===== config.mk =====
export PLATFORM = sky130hd
export DESIGN_NAME = dmem_responder_flat
export DESIGN_NICKNAME = d
export VERILOG_FILES = /design/src/rtl/dmem_responder_if.sv /design/src/rtl/dmem_responder.sv /design/src/flat_wrapper.sv
export SDC_FILE = /design/constraint.sdc
export NUM_CORES = 2
export LEC_CHECK = 0
export ABC_AREA = 1
export ABC_CLOCK_PERIOD_IN_PS = 15400
export BUFFER_PORTS_ARGS = -buffer_cell sky130_fd_sc_hd__buf_2
export CORE_ASPECT_RATIO = 1.2
export CORE_MARGIN = 4
export CORE_UTILIZATION = 46
export DETAILED_ROUTE_END_ITERATION = 7
export PLACE_DENSITY_LB_ADDON = 0.08
export SYNTH_ARGS = -nofsm -noshare
export SYNTH_HDL_FRONTEND = slang
export SYNTH_SLANG_ARGS = --single-unit

===== constraint.sdc =====
create_clock -name clock -period 15.4 [get_ports clock]
set_clock_uncertainty 0.15 [all_clocks]
set_input_delay 1.54 -clock clock [delete_from_list [all_inputs] [get_ports clock]]
set_output_delay 1.54 -clock clock [all_outputs]
set_load 0.02 [all_outputs]

===== src/rtl/dmem_responder_if.sv =====
// Data-memory request/response bundle between the MEM stage (master) and dmem_responder (slave).
// misalign_err exists only when DMEM_MISALIGN_TRAP_EN is defined.
interface dmem_responder_if;
    logic        req;
    logic        write;
    logic        byte_en;
    logic [15:0] address;
    logic [15:0] write_data;
    logic [15:0] read_data;
    logic        ack;
    logic        stall;
    logic        busy;
`ifdef DMEM_MISALIGN_TRAP_EN
    logic        misalign_err;

    modport master (
        output req, write, byte_en, address, write_data,
        input  read_data, ack, stall, busy, misalign_err
    );
    modport slave (
        input  req, write, byte_en, address, write_data,
        output read_data, ack, stall, busy, misalign_err
    );
`else
    modport master (
        output req, write, byte_en, address, write_data,
        input  read_data, ack, stall, busy
    );
    modport slave (
        input  req, write, byte_en, address, write_data,
        output read_data, ack, stall, busy
    );
`endif
endinterface


===== src/rtl/dmem_responder.sv =====
// Multi-cycle 16-bit data memory responder with word/byte access and pipeline stall output.
// Optional DMEM_MISALIGN_TRAP_EN flags odd-address word accesses via misalign_err.
module dmem_responder #(
    parameter int unsigned DEPTH_WORDS = 256,
    parameter int unsigned LATENCY     = 2
) (
    input logic             clock,
    input logic             reset,
    dmem_responder_if.slave bus
);
    localparam int unsigned AW = (DEPTH_WORDS > 1) ? $clog2(DEPTH_WORDS) : 1;
    localparam int unsigned CW = (LATENCY > 1) ? $clog2(LATENCY) : 1;

    typedef enum logic [1:0] {StIdle, StWait, StResp} state_e;

    state_e        state_q, state_d;
    logic [CW-1:0] cnt_q, cnt_d;
    logic          wr_q, be_q;
    logic [15:0]   addr_q, wdata_q;
    logic [15:0]   rdata_q, rdata_d;
    logic          err_q;
    logic [15:0]   mem [DEPTH_WORDS];

    logic          accept, enter_resp, commit_we;
    logic          acc_wr, acc_be, mis, in_range, drop;
    logic [15:0]   acc_addr, acc_wdata;
    logic [14:0]   acc_idx;
    logic [AW-1:0] mem_idx;
    logic [15:0]   cur_word, new_word;
    logic [7:0]    cur_byte;

    assign accept = (state_q == StIdle) && bus.req;

    // Live inputs are used while idle so that LATENCY = 1 can commit on the accept edge.
    always_comb begin
        acc_wr    = (state_q == StIdle) ? bus.write      : wr_q;
        acc_be    = (state_q == StIdle) ? bus.byte_en    : be_q;
        acc_addr  = (state_q == StIdle) ? bus.address    : addr_q;
        acc_wdata = (state_q == StIdle) ? bus.write_data : wdata_q;
        acc_idx   = acc_addr[15:1];
        in_range  = 32'(acc_idx) < DEPTH_WORDS;
        mem_idx   = acc_idx[AW-1:0];
        cur_word  = mem[mem_idx];
        cur_byte  = acc_addr[0] ? cur_word[15:8] : cur_word[7:0];
`ifdef DMEM_MISALIGN_TRAP_EN
        mis       = ~acc_be & acc_addr[0];
`else
        mis       = 1'b0;
`endif
        drop      = ~in_range | mis;
        new_word  = acc_wdata;
        if (acc_be) begin
            new_word = acc_addr[0] ? {acc_wdata[7:0], cur_word[7:0]}
                                   : {cur_word[15:8], acc_wdata[7:0]};
        end
    end

    // Next-state logic
    always_comb begin
        state_d = state_q;
        cnt_d   = cnt_q;
        unique case (state_q)
            StIdle: begin
                if (bus.req) begin
                    state_d = (LATENCY == 1) ? StResp : StWait;
                    cnt_d   = CW'(LATENCY - 1);
                end
            end
            StWait: begin
                cnt_d = cnt_q - 1'b1;
                if (cnt_q == CW'(1)) begin
                    state_d = StResp;
                end
            end
            StResp:  state_d = StIdle;
            default: state_d = StIdle;
        endcase
    end

    assign enter_resp = (state_d == StResp) && (state_q != StResp);
    assign commit_we  = enter_resp & acc_wr & ~drop & ~reset;

    always_comb begin
        rdata_d = rdata_q;
        if (enter_resp) begin
            if (acc_wr || drop) begin
                rdata_d = 16'h0000;
            end else if (acc_be) begin
                rdata_d = {{8{cur_byte[7]}}, cur_byte};
            end else begin
                rdata_d = cur_word;
            end
        end
    end

    // State register
    always_ff @(posedge clock) begin
        if (reset) begin
            state_q <= StIdle;
            cnt_q   <= '0;
            wr_q    <= 1'b0;
            be_q    <= 1'b0;
            addr_q  <= 16'h0000;
            wdata_q <= 16'h0000;
            rdata_q <= 16'h0000;
            err_q   <= 1'b0;
        end else begin
            state_q <= state_d;
            cnt_q   <= cnt_d;
            rdata_q <= rdata_d;
            err_q   <= enter_resp & mis;
            if (accept) begin
                wr_q    <= bus.write;
                be_q    <= bus.byte_en;
                addr_q  <= bus.address;
                wdata_q <= bus.write_data;
            end
        end
    end

    // Storage is deliberately not reset.
    always_ff @(posedge clock) begin
        if (commit_we) begin
            mem[mem_idx] <= new_word;
        end
    end

    // Outputs
    always_comb begin
        bus.ack          = (state_q == StResp);
        bus.busy         = (state_q != StIdle);
        bus.stall        = bus.req & ~bus.ack;
        bus.read_data    = rdata_q;
`ifdef DMEM_MISALIGN_TRAP_EN
        bus.misalign_err = err_q;
`endif
    end

`ifndef DMEM_MISALIGN_TRAP_EN
    logic unused_err;
    assign unused_err = err_q;
`endif

endmodule


===== src/flat_wrapper.sv =====
// flat-port wrapper written by rule: the top's interface ports become plain ports
module dmem_responder_flat 
#(
    parameter int unsigned DEPTH_WORDS = 256,
    parameter int unsigned LATENCY     = 2
)
  (clock, reset, bus_req, bus_write, bus_byte_en, bus_address, bus_write_data, bus_read_data, bus_ack, bus_stall, bus_busy);
  dmem_responder_if bus_i ();
  input logic clock;
  input logic reset;
  input wire logic [$bits(bus_i.req)-1:0] bus_req;
  input wire logic [$bits(bus_i.write)-1:0] bus_write;
  input wire logic [$bits(bus_i.byte_en)-1:0] bus_byte_en;
  input wire logic [$bits(bus_i.address)-1:0] bus_address;
  input wire logic [$bits(bus_i.write_data)-1:0] bus_write_data;
  output wire logic [$bits(bus_i.read_data)-1:0] bus_read_data;
  output wire logic [$bits(bus_i.ack)-1:0] bus_ack;
  output wire logic [$bits(bus_i.stall)-1:0] bus_stall;
  output wire logic [$bits(bus_i.busy)-1:0] bus_busy;
  assign bus_i.req = bus_req;
  assign bus_i.write = bus_write;
  assign bus_i.byte_en = bus_byte_en;
  assign bus_i.address = bus_address;
  assign bus_i.write_data = bus_write_data;
  assign bus_read_data = bus_i.read_data;
  assign bus_ack = bus_i.ack;
  assign bus_stall = bus_i.stall;
  assign bus_busy = bus_i.busy;
  dmem_responder #(.DEPTH_WORDS(DEPTH_WORDS), .LATENCY(LATENCY)) u_core (.clock(clock), .reset(reset), .bus(bus_i));
endmodule

==> metrics.txt <==
maximum clock frequency=109 MHz; Distinct cells, synth=35; Slew Limit Fails=0; Post-Synthesis Cell Area=0.168 mm²; Setup-failing EPs final=0; final period utilization=0.598; status=finished clean; CTS Hold Buffers Added=0; main flop type after synthesis=sky130_fd_sc_hd__edfxtp_1; number of synthesized register bits=4,149; share of flip-flops with an asynchronous set or reset=0; Least-Margin Pin Slew=1.40 ns; number of clock buffers inserted by TritonCTS=414; maximum vdd drop=0.133 mV; post-CTS setup-driven buffer insertion count=0; TNS Setup=0 ns; cell row count=242; minimum period implied by the final worst setup slack=9.21 ns; static leakage=70.1 nW; Placement Cell Area=0.175 mm²; CP bufs+invs=7; clock transition time at the flip-flop clock pins of the worst setup and hold paths=0.06 ns; Worst Path Class, Setup=register to register; delay-heaviest family, CP=simple AND/OR/NAND/NOR gates; maximum fanout count along the critical path=91; final hold slack=0.305 ns; clock tree root driver cell=sky130_fd_sc_hd__clkbuf_16; insertion delay of the later-clocked pin in the worst-skew pair=1.00 ns; global route hottest layer=met2; CTS tree=done; type of origin of the critical path=register; most common cell in the netlist=sky130_fd_sc_hd__nor2_1; GRT Residual Overflow=0; area of the core=0.362 mm²; pwr/cell area=145 mW/mm²; final design utilization=0.519; DIE AREA=0.374 mm²; initial antenna violation count=27; DR pass1 iterations=8; YS warnings=0; CTS HTree Levels=5; number of I/O pins=56; number of global-route vias before repair=107,423; proportion of layout cells with a drive suffix above 1=0.0901; synthesized net count=14,939; total detailed-routing wirelength=567,000 µm; weighted congestion reported at the end of routability-driven placement=0.894; data arrival time of the critical path=9.72 ns; setup repair after global routing missed its margin=false; library cell appearing most often on the critical path=sky130_fd_sc_hd__nand2_1; portion of synthesized cell area occupied by the leading cell type=0.734; Critical-path top delay cell=sky130_fd_sc_hd__nand2_2; vertical extent of the die=669 µm; Post-route DRC=0; Req. time, crit path=15.91 ns; number of maximum-capacitance constraint violations=0; summed area of non-filler cells in the final layout=0.188 mm²; Post-CTS Resized=0; die boundary width=559 µm; PortBufs=55; net count reported at finish=15,180; largest net degree at the start of global routing=187; routing usage on met3=0.0492; met1 track demand over resource=0.403; leading cell types by count after synthesis=sky130_fd_sc_hd__nor2_1, sky130_fd_sc_hd__edfxtp_1, sky130_fd_sc_hd__nand2_1; share of synthesized area occupied by flip-flops and latches=0.740; sink count of the clock tree=4,149; R2R setup slack=6.19 ns; mean number of vias per cell=5.60; class of the worst hold path=register to register; cell types with the largest area share after synthesis=sky130_fd_sc_hd__edfxtp_1, sky130_fd_sc_hd__nor2_1, sky130_fd_sc_hd__nand2_1; post-detailed-placement half-perimeter wirelength=322,000 µm; number of hold-slack violations in the final timing report=0; GR Util met2=0.475; DR iter-0 viols=14,385; synthesized instance count=14,902; worst slew margin relative to its limit=0.0680; wire length of the first global-routing pass=798,000 µm; DR vias=113,421; synthesized area per cell=11.2 µm²; crit end category=register; wire length per cell after detailed routing=28.0 µm; number of enable flip-flop cells after synthesis=4,096; All-Layer GR Usage=0.295; Area growth syn-to-layout=12.2%; ANT nets after route=0; largest buffer count on any clock path=4; initial core utilization=0.463; maximum cell stage delay along the critical path=0.89 ns; library cell with the largest summed area after synthesis=sky130_fd_sc_hd__edfxtp_1
-- power by group --
group / internal, mW / switching, mW
clock: 5.55 / 4.35
sequential: 13.3 / 0.00409
combinational: 0.723 / 3.38
-- layout make-up --
cell class | count | area (µm²)
diodes | 8 | 20.0
clock buffers | 519 | 11000
clock inverters | 241 | 2050
fillers | 31602 | 174000
inverters | 525 | 1990
multi-input cells | 9505 | 38700
flip-flops and latches | 4149 | 124000
well taps | 4758 | 5950
repair buffers | 548 | 4380
-- placed cells by master (no fill, tap or decap), types with 138 or more instances in the layout --
cell type / Yosys / layout
sky130_fd_sc_hd__buf_4: 40 / 461
sky130_fd_sc_hd__clkbuf_16: 0 / 422
sky130_fd_sc_hd__edfxtp_1: 4096 / 4096
sky130_fd_sc_hd__inv_1: 514 / 513
sky130_fd_sc_hd__nand2_1: 3223 / 3205
sky130_fd_sc_hd__nand3_1: 183 / 183
sky130_fd_sc_hd__nor2_1: 4806 / 4772
sky130_fd_sc_hd__o21ai_0: 720 / 711
sky130_fd_sc_hd__o22ai_1: 138 / 138
sky130_fd_sc_hd__or2_2: 184 / 184
-- metal layers --
metal,up-vias,part of all wire
met2,5568,0.46
met3,986,0.092
met5,-,0.000078
met4,6,0.045
li1,50152,-
met1,56709,0.40
-- stage by stage --
stage                     total power, mW  std cells  worst slack [ns]
final                                27.3      20253              6.19
after global routing                 28.2      20246              5.76
after CTS                            27.4      20245              6.36
after detailed placement             17.6      19485              5.88
after global placement               17.6      19485              6.12
after floorplan                      16.2      14902             0.682
-- path summary, 6_finish.rpt --
path / cells after the start / start / end
setup / recovery: 25 / u_core.state_q[0] / u_core.mem[150][15]
hold / removal: 2 / u_core.wdata_q[5] / u_core.wdata_q[5]
setup reg to reg: 25 / u_core.state_q[0] / u_core.mem[150][15]
hold reg to reg: 2 / u_core.wdata_q[5] / u_core.wdata_q[5]
-- logic make-up (layout without fill, tap and decap cells) --
logic type	Yosys count	count (layout)	share of synthesized area
compound gates	1048	1048	0.0332
buf+inv	1248	1833	0.0320
flops	4149	4149	0.740
mux	6	6	0.000358
other cells	0	8	0
simple gates	8451	8451	0.194
-- sequential cells by signal, summed over array words and instances, names as in the netlist --
signal,flops
u_core.wdata_q,16
u_core.bus.read_data,16
u_core.be_q,1
u_core.cnt_q,1
u_core.state_q,2
u_core.mem,4096
u_core.addr_q,16
u_core.wr_q,1
-- worst reg2reg max path: cells and delay by family (launching register included) --
family                 cells  cell delay (ns)
AO/OA/AOI/OAI              1             0.12
buffers and inverters      7             3.57
flip-flops                 1             0.33
AND/OR/NAND/NOR           17             4.65
(Power assumes the default switching activity.)
